### src/rtl/serial_subtractor_pkg.sv
// -----------------------------------------------------------------------------
// serial_subtractor_pkg
// Shared definitions for the bit-serial subtractor:
//   - state_e          : FSM encodings (IDLE=0, RUN=1, DONE=2)
//   - SERSUB_WIDTH_DEF : default operand width
//   - sub_overflow()   : signed-overflow rule for a - b from the three MSBs
// -----------------------------------------------------------------------------
package serial_subtractor_pkg;

  typedef enum logic [1:0] {
    ST_IDLE = 2'd0,
    ST_RUN  = 2'd1,
    ST_DONE = 2'd2
  } state_e;

  localparam int unsigned SERSUB_WIDTH_DEF = 32'd8;

  // a - b overflows (two's complement) only when the operand signs differ
  // and the result sign differs from the minuend sign.
  function automatic logic sub_overflow(input logic a_msb,
                                        input logic b_msb,
                                        input logic d_msb);
    return (a_msb != b_msb) && (d_msb != a_msb);
  endfunction

endpackage

### src/rtl/serial_subtractor_full_subtractor.sv
// -----------------------------------------------------------------------------
// full_subtractor
// Combinational 1-bit subtractor cell computing x - y - bin.
// Ports:
//   x    in  1  minuend bit
//   y    in  1  subtrahend bit
//   bin  in  1  borrow in from the less significant bit
//   d    out 1  difference bit
//   bout out 1  borrow out to the more significant bit
// -----------------------------------------------------------------------------
module full_subtractor (
  input  logic x,
  input  logic y,
  input  logic bin,
  output logic d,
  output logic bout
);

  // Difference is the plain parity; a borrow is produced when y exceeds x,
  // or when the bits are equal and a borrow is already pending.
  always_comb begin
    d    = x ^ y ^ bin;
    bout = (~x & y) | (~(x ^ y) & bin);
  end

endmodule

### src/rtl/serial_subtractor.sv
// -----------------------------------------------------------------------------
// serial_subtractor
// Bit-serial WIDTH-bit subtractor computing a - b, LSB first, one bit per
// clock, using a single full_subtractor cell plus a borrow flop.
// Handshake: start is sampled in IDLE; busy is high in RUN and DONE; done is
// a one-cycle pulse coincident with diff/borrow_out becoming valid.
// Ports:
//   clk        in   1      rising-edge clock
//   rst        in   1      asynchronous active-high reset
//   start      in   1      request, sampled only when idle
//   a          in   WIDTH  minuend, captured on accepted start
//   b          in   WIDTH  subtrahend, captured on accepted start
//   busy       out  1      operation in progress
//   done       out  1      one-cycle result-valid pulse
//   diff       out  WIDTH  a - b modulo 2^WIDTH (held until next result)
//   borrow_out out  1      a < b unsigned (held with diff)
//   overflow   out  1      signed overflow; only with SERSUB_OVERFLOW_EN
// Build option: define SERSUB_OVERFLOW_EN to add the overflow port and the
// operand MSB capture flops behind it.
// -----------------------------------------------------------------------------
module serial_subtractor
  import serial_subtractor_pkg::*;
#(
  parameter int unsigned WIDTH = SERSUB_WIDTH_DEF
) (
  input  logic             clk,
  input  logic             rst,
  input  logic             start,
  input  logic [WIDTH-1:0] a,
  input  logic [WIDTH-1:0] b,
  output logic             busy,
  output logic             done,
  output logic [WIDTH-1:0] diff,
`ifdef SERSUB_OVERFLOW_EN
  output logic             overflow,
`endif
  output logic             borrow_out
);

  localparam int unsigned    CNT_W    = $clog2(WIDTH);
  localparam logic [CNT_W-1:0] CNT_LAST = CNT_W'(WIDTH - 1);
  localparam logic [CNT_W-1:0] CNT_ONE  = CNT_W'(1);

  state_e             state_q, state_d;
  logic [WIDTH-1:0]   a_sr_q, a_sr_d;
  logic [WIDTH-1:0]   b_sr_q, b_sr_d;
  logic [WIDTH-1:0]   res_q, res_d;
  logic [CNT_W-1:0]   cnt_q, cnt_d;
  logic               borrow_q, borrow_d;
  logic [WIDTH-1:0]   diff_q, diff_d;
  logic               borrow_out_q, borrow_out_d;
  logic               busy_q, busy_d;
  logic               done_q, done_d;
`ifdef SERSUB_OVERFLOW_EN
  logic               a_msb_q, a_msb_d;
  logic               b_msb_q, b_msb_d;
  logic               overflow_q, overflow_d;
`endif

  logic               bit_d_s;
  logic               bit_bout_s;

  full_subtractor u_cell (
    .x    (a_sr_q[0]),
    .y    (b_sr_q[0]),
    .bin  (borrow_q),
    .d    (bit_d_s),
    .bout (bit_bout_s)
  );

  // Next-state, datapath and registered-output logic.
  always_comb begin
    state_d      = state_q;
    a_sr_d       = a_sr_q;
    b_sr_d       = b_sr_q;
    res_d        = res_q;
    cnt_d        = cnt_q;
    borrow_d     = borrow_q;
    diff_d       = diff_q;
    borrow_out_d = borrow_out_q;
    busy_d       = 1'b0;
    done_d       = 1'b0;
`ifdef SERSUB_OVERFLOW_EN
    a_msb_d      = a_msb_q;
    b_msb_d      = b_msb_q;
    overflow_d   = overflow_q;
`endif

    case (state_q)
      ST_IDLE: begin
        if (start) begin
          state_d  = ST_RUN;
          a_sr_d   = a;
          b_sr_d   = b;
          res_d    = '0;
          cnt_d    = '0;
          borrow_d = 1'b0;
          busy_d   = 1'b1;
`ifdef SERSUB_OVERFLOW_EN
          a_msb_d  = a[WIDTH-1];
          b_msb_d  = b[WIDTH-1];
`endif
        end else begin
          busy_d = 1'b0;
        end
      end

      ST_RUN: begin
        a_sr_d   = {1'b0, a_sr_q[WIDTH-1:1]};
        b_sr_d   = {1'b0, b_sr_q[WIDTH-1:1]};
        res_d    = {bit_d_s, res_q[WIDTH-1:1]};
        borrow_d = bit_bout_s;
        busy_d   = 1'b1;
        if (cnt_q == CNT_LAST) begin
          // Last bit: publish the result on this edge so it is valid
          // together with the done pulse in the DONE cycle.
          state_d      = ST_DONE;
          cnt_d        = '0;
          diff_d       = {bit_d_s, res_q[WIDTH-1:1]};
          borrow_out_d = bit_bout_s;
          done_d       = 1'b1;
`ifdef SERSUB_OVERFLOW_EN
          overflow_d   = sub_overflow(a_msb_q, b_msb_q, bit_d_s);
`endif
        end else begin
          cnt_d = cnt_q + CNT_ONE;
        end
      end

      ST_DONE: begin
        state_d = ST_IDLE;
        busy_d  = 1'b0;
      end

      default: begin
        state_d = ST_IDLE;
      end
    endcase
  end

  // State and datapath registers with asynchronous clear.
  always_ff @(posedge clk or posedge rst) begin
    if (rst) begin
      state_q      <= ST_IDLE;
      a_sr_q       <= '0;
      b_sr_q       <= '0;
      res_q        <= '0;
      cnt_q        <= '0;
      borrow_q     <= 1'b0;
      diff_q       <= '0;
      borrow_out_q <= 1'b0;
      busy_q       <= 1'b0;
      done_q       <= 1'b0;
`ifdef SERSUB_OVERFLOW_EN
      a_msb_q      <= 1'b0;
      b_msb_q      <= 1'b0;
      overflow_q   <= 1'b0;
`endif
    end else begin
      state_q      <= state_d;
      a_sr_q       <= a_sr_d;
      b_sr_q       <= b_sr_d;
      res_q        <= res_d;
      cnt_q        <= cnt_d;
      borrow_q     <= borrow_d;
      diff_q       <= diff_d;
      borrow_out_q <= borrow_out_d;
      busy_q       <= busy_d;
      done_q       <= done_d;
`ifdef SERSUB_OVERFLOW_EN
      a_msb_q      <= a_msb_d;
      b_msb_q      <= b_msb_d;
      overflow_q   <= overflow_d;
`endif
    end
  end

  assign busy       = busy_q;
  assign done       = done_q;
  assign diff       = diff_q;
  assign borrow_out = borrow_out_q;
`ifdef SERSUB_OVERFLOW_EN
  assign overflow   = overflow_q;
`endif

endmodule
### config.mk
export PLATFORM = sky130hd
export DESIGN_NAME = serial_subtractor
export DESIGN_NICKNAME = d
export VERILOG_FILES = /design/src/rtl/serial_subtractor_pkg.sv /design/src/rtl/serial_subtractor_full_subtractor.sv /design/src/rtl/serial_subtractor.sv
export SDC_FILE = /design/constraint.sdc
export NUM_CORES = 1
export LEC_CHECK = 0
export CAP_MARGIN = 5
export CELL_PAD_IN_SITES_DETAIL_PLACEMENT = 0
export CELL_PAD_IN_SITES_GLOBAL_PLACEMENT = 2
export CORE_MARGIN = 3
export CORE_UTILIZATION = 35
export DETAILED_ROUTE_END_ITERATION = 7
export PLACE_DENSITY_LB_ADDON = 0.2
export SYNTH_ARGS = -nofsm -noshare
export SYNTH_HDL_FRONTEND = slang
export SYNTH_HIERARCHICAL = 1
export SYNTH_SLANG_ARGS = --single-unit
### constraint.sdc
create_clock -name clk -period 1.9 [get_ports clk]
set_input_delay 0.19 -clock clk [delete_from_list [all_inputs] [get_ports clk]]
set_output_delay 0.19 -clock clk [all_outputs]
set_load 0.05 [all_outputs]
Word level (Yosys, flattened, before mapping)
Index checks and enable logic that the tools add are counted.
- add/subtract/negate cells: 1
- equality and inequality tests: 4
- multiplexer cells: 18
- bitwise operators: 7
- reduce and logical (&&, ||, !) cells: 5
- operators with widths (cell ; number):
    case mux 8 bit (2 select lines) ; 3
    two-way mux 8 bit ; 3
    two-way mux 3 bit ; 2
    case mux 3 bit (2 select lines) ; 1
    AND reduction 2 bit ; 3
    two-way mux 1 bit ; 4
    two-way mux 2 bit ; 2
    inequality test 2 bit, second input constant ; 2
    case mux 1 bit (2 select lines) ; 2
    case mux 2 bit (2 select lines) ; 1
    adder 3 x 1 -> 3 bit, second input constant ; 1
    equality test 3 bit, second input constant ; 1
    AND 1 bit ; 2
    equality test 2 x 1 -> 1 bit, second input constant ; 1
    zero test 2 bit ; 1
    NOT 1 bit ; 2
    nonzero test 2 bit ; 1
    XOR 1 bit ; 2
    OR 1 bit ; 1
- flip-flop bits (word level): 41
- input port bits: 19
- logic and storage cells: 45

Longest topological paths before layout
- word-level depth: 5
- mapped depth: 5
- depth with buffers taken out: 5

Cells and area by module
Netlist, hierarchy kept.
- by module, submodules not included (module ; instances ; cells an instance ; area an instance (sq um) ; seq. area each (sq um)):
    serial_subtractor ; 1 ; 138 ; 1771.7 ; 1001.0
    full_subtractor ; 1 ; 4 ; 31.3 ; 0.0

Worst setup path before layout
No wires, ideal clock.
- path kind: register -> register
- from: reg cnt_q[0]
- to: reg borrow_out_q (netlist: borrow_out)
- library setup time: 125 ps
- arrival time: 1257 ps
- data required time: 1775 ps
- setup slack: 518 ps
- cell stages (with the launch flop): 6
- path buffers: 0
- period minus slack after synthesis: 1382 ps
- cell sequence: dfrtp_1 -> ha_1 -> ha_1 -> nand2_8 -> inv_6 -> mux2_4
- cells in the longest elaborated chain, start to end: 2
- RTL lines (item ; line ; text):
    start: declaration ; serial_subtractor.sv:48 ; logic [CNT_W-1:0] cnt_q, cnt_d;
    start signal: assignment ; serial_subtractor.sv:164 ; cnt_q <= cnt_d;
    equality test 3 bit ; serial_subtractor.sv:114 ; if (cnt_q == CNT_LAST) begin
    AND reduction 2 bit (no source line) ; - ;
    end signal: assignment ; serial_subtractor.sv:167 ; borrow_out_q <= borrow_out_d;
    end: declaration ; serial_subtractor.sv:51 ; logic borrow_out_q, borrow_out_d;
Every way passes these cells.
A chain may end at the register's enable or synchronous reset.

Worst setup path in the final report
- from: reg diff_q[4] (netlist: diff[4])
- to: out diff[4]
- RTL lines (item ; line ; text):
    start: declaration ; serial_subtractor.sv:50 ; logic [WIDTH-1:0] diff_q, diff_d;
    start signal: assignment ; serial_subtractor.sv:166 ; diff_q <= diff_d;
    end: declaration ; serial_subtractor.sv:33 ; output logic [WIDTH-1:0] diff,
No word-level cell between the ends.

==> impl_results.md <==
* Cell Chain, Critical Path: clkdlybuf4s50_1
* I/O Pins at 30
* PortBufs at 29
* Residual DRC count at 0
* Clk sinks at 40
* Worst-case clock skew at 0.00449 ns
* Finished Core Util at 47.5%
* HP Class: primary input to asynchronous set/reset pin
* Warnings from Yosys at 6
* Adder-cell area share of the yosys netlist at 2.50%
* Final Wtd Congestion at 0.752
* Chip width at 77.8 um
* Slew HR at 66.0%
* Period utilization at 86.4%
* Synth top area cells: dfrtp_1 56%, mux2_4 7.5%, a22o_1 4.9%, nor3b_1 4.2%, a221oi_1 2.4%
* Yosys reg bits at 40
* Reg2reg start: cnt_q[0]
* Post-CTS Hold Fix Bufs at 0
* Number of detailed-route iterations in the first pass at 4
* Worst path bufs/invs at 1
* Max Cap Viol at 0
* Mean Syn Cell Area at 12.7 um^2
* Fmax at 609 MHz
* Worst Tran Pin Value at 0.510 ns
* FF-to-FF setup slack at 0.39 ns
* Final min period at 1.64 ns
* Netlist cell types at 30
* Post-DP HPWL at 2430 um
* Drt wl/cell at 14.8 um
* Worst setup EP type: output pin
* CP max stage delay at 0.81 ns
* Clk_lat worst skew at 0.29 ns
* Vias per cell at 5.01
* # nets final at 199
* CTS max path bufs at 2
* Seq/Total Area, Yosys at 55.5%
* End of the worst register-to-register path: diff[4]
* Vias at 1228
* WP data required at 1.71 ns
* Vias in the first global route at 1257
* Root Driver: clkbuf_8
* Global-route wire length before repair at 6220 um
* Critical path peak fanout at 2
* Status: finished, final reports clean
* Final Hold Vio Count at 0
* EDFF count, synth at 0
* Cells after Synth at 142
* Lkg Pwr at 1.02 nW
* H-tree depth at 2
* Most used DFF post-synth: dfrtp_1
* Largest family of logic cells by synthesized area: compound AO/OA/AOI/OAI gates
* Synth Area in Simple Gates at 12.5%
* CTS resizes at 0
* Dpl cells at 237
* Slowest cell on crit path: clkdlybuf4s50_1
* Commonest cells post-synth: 40 x dfrtp_1, 10 x a22o_1, 10 x inv_1, 10 x nor3b_1, 9 x mux2_4
* Fraction of layout cells with a size suffix above 1 at 18.0%
* CP Launch Point: diff[4]
* Mux contribution to synthesized area at 7.49%
* Compound-Gate Fraction of Synth Area at 16.6%
* TritonCTS clock tree: built
* Initial antenna violation count at 0
* Non-Filler Instances at 245
* XOR/XNOR share of the synthesized area at 0%
* Post-Syn Area at 1800 um^2
* Post-synth top area share at 55.5%
* ANT nets after route at 0
* RSZ-0062 raised after global routing: no
* Worst reg2reg path depth at 5
* Drt initial violations at 74
* WL final at 3620 um
* Row cnt at 25
* Cell family with most CP delay: buffers and inverters
* Starting Density at 37.2%
* GRT Overall Usage at 13.1%
* # diodes at 0
* Grt ovf at 0
* Pin count of the biggest net entering global routing at 41
* Cell with the most instances after synthesis: dfrtp_1
* FFs w/ async S/R, synth at 100%
* Largest area contributor in the netlist: dfrtp_1
* Slew Viols, Final at 0
* Layout area overhead at 27.8%
* Peak VDD IR at 698 uV
* Total CTS buffers at 5
* Worst setup SP type: register
* Post-route setup TNS at 0 ns
* Pwr dens at 1700 nW/um^2
* Final setup fails at 0
* Setup Fix Bufs, Post-CTS at 0
* Std-Cell Core Area at 4850 um^2
* Die Span Y at 77.8 um
* Kind of critical path: register to output pin
* CP arrival at 1.45 ns
* Clock-pin slew on the worst setup and hold paths at 0.08 ns
* Net Count, Synth at 164
* Die ar. at 6050 um^2
==> where the power goes <==
group / switching (W) / leakage, nW / internal (W)
combinational: 0.000942 / 0.471 / 0.000807
sequential: 0.000213 / 0.491 / 0.00123
clock: 0.000302 / 0.0614 / 0.000430
total: 0.00146 / 1.02 / 0.00246
==> per-stage QoR <==
stage | area, um^2 | hold WS (ns) | worst slack, ns | total power (W)
CTS | 2300 | 0.341 | 0.237 | 0.00398
global route | 2300 | 0.384 | 0.186 | 0.00419
global placement | 2180 | 0.476 | 0.294 | 0.00318
detailed placement | 2180 | 0.495 | 0.249 | 0.00323
floorplan | 1800 | 0.326 | 0.518 | 0.00274
finish | 2300 | 0.317 | 0.258 | 0.00392
==> final cells by class <==
| cell class | instances | area, um^2 |
|---|---|---|
| Clock buffer | 6 | 82.6 |
| Clock inverter | 2 | 38.8 |
| Sequential cell | 40 | 1000 |
| Tap cell | 67 | 83.8 |
| Multi-Input combinational cell | 82 | 704 |
| Fill cell | 465 | 2540 |
| Inverter | 12 | 50.0 |
| Timing Repair Buffer | 36 | 343 |
==> how the worst max path moves through the flow <==
stage            endpoint  cells past startpoint
6_report          diff[4]                      1
5_1_grt           diff[4]                      1
4_1_cts           diff[4]                      1
3_5_place_dp    b_sr_q[2]                      5
3_3_place_gp    b_sr_q[2]                      5
2_1_floorplan  borrow_out                      5
==> state kept, by name, summed over array words and instances (netlist names) <==
name,count
diff,8
borrow_q,1
a_sr_q,8
state_q,2
cnt_q,3
b_sr_q,8
busy,1
res_q,7
done,1
borrow_out,1
==> worst register-to-register path, stage by stage (launching register included) <==
cell	delay, ns
dfrtp_1	0.39
ha_1	0.17
ha_1	0.29
nand2_8	0.11
inv_6	0.12
mux2_4	0.30
==> logic make-up (layout without fill, tap and decap cells) <==
kind of cell               after synthesis  count (layout)
adders and majority gates                3               3
AOI/OAI and AO/OA                       38              38
DFF                                     40              40
and+or+nand+nor                         32              32
buffers and inverters                   20              56
muxes                                    9               9
==> per-layer routing <==
layer | up-vias | wire length [um] | global-route usage, %
met3 | 6 | 158 | 4.41
met2 | 25 | 1620 | 18.9
met4 | 0 | 53 | 4.27
met1 | 619 | 1790 | 18.2
met5 | - | 0 | 0
li1 | 578 | - | -
==> layout by cell type, fill, tap and decap left out, types with 3 or more instances in the layout <==
master / n
a21oi_1: 8
a221oi_1: 5
a22o_1: 10
buf_4: 7
clkbuf_8: 6
clkdlybuf4s50_1: 29
dfrtp_1: 40
inv_1: 10
mux2_4: 9
nand2_1: 5
nand2b_1: 3
nor2b_1: 6
nor3b_1: 10
o21ai_0: 4
o22a_1: 5
No activity file was read; power rests on OpenSTA's default activity.
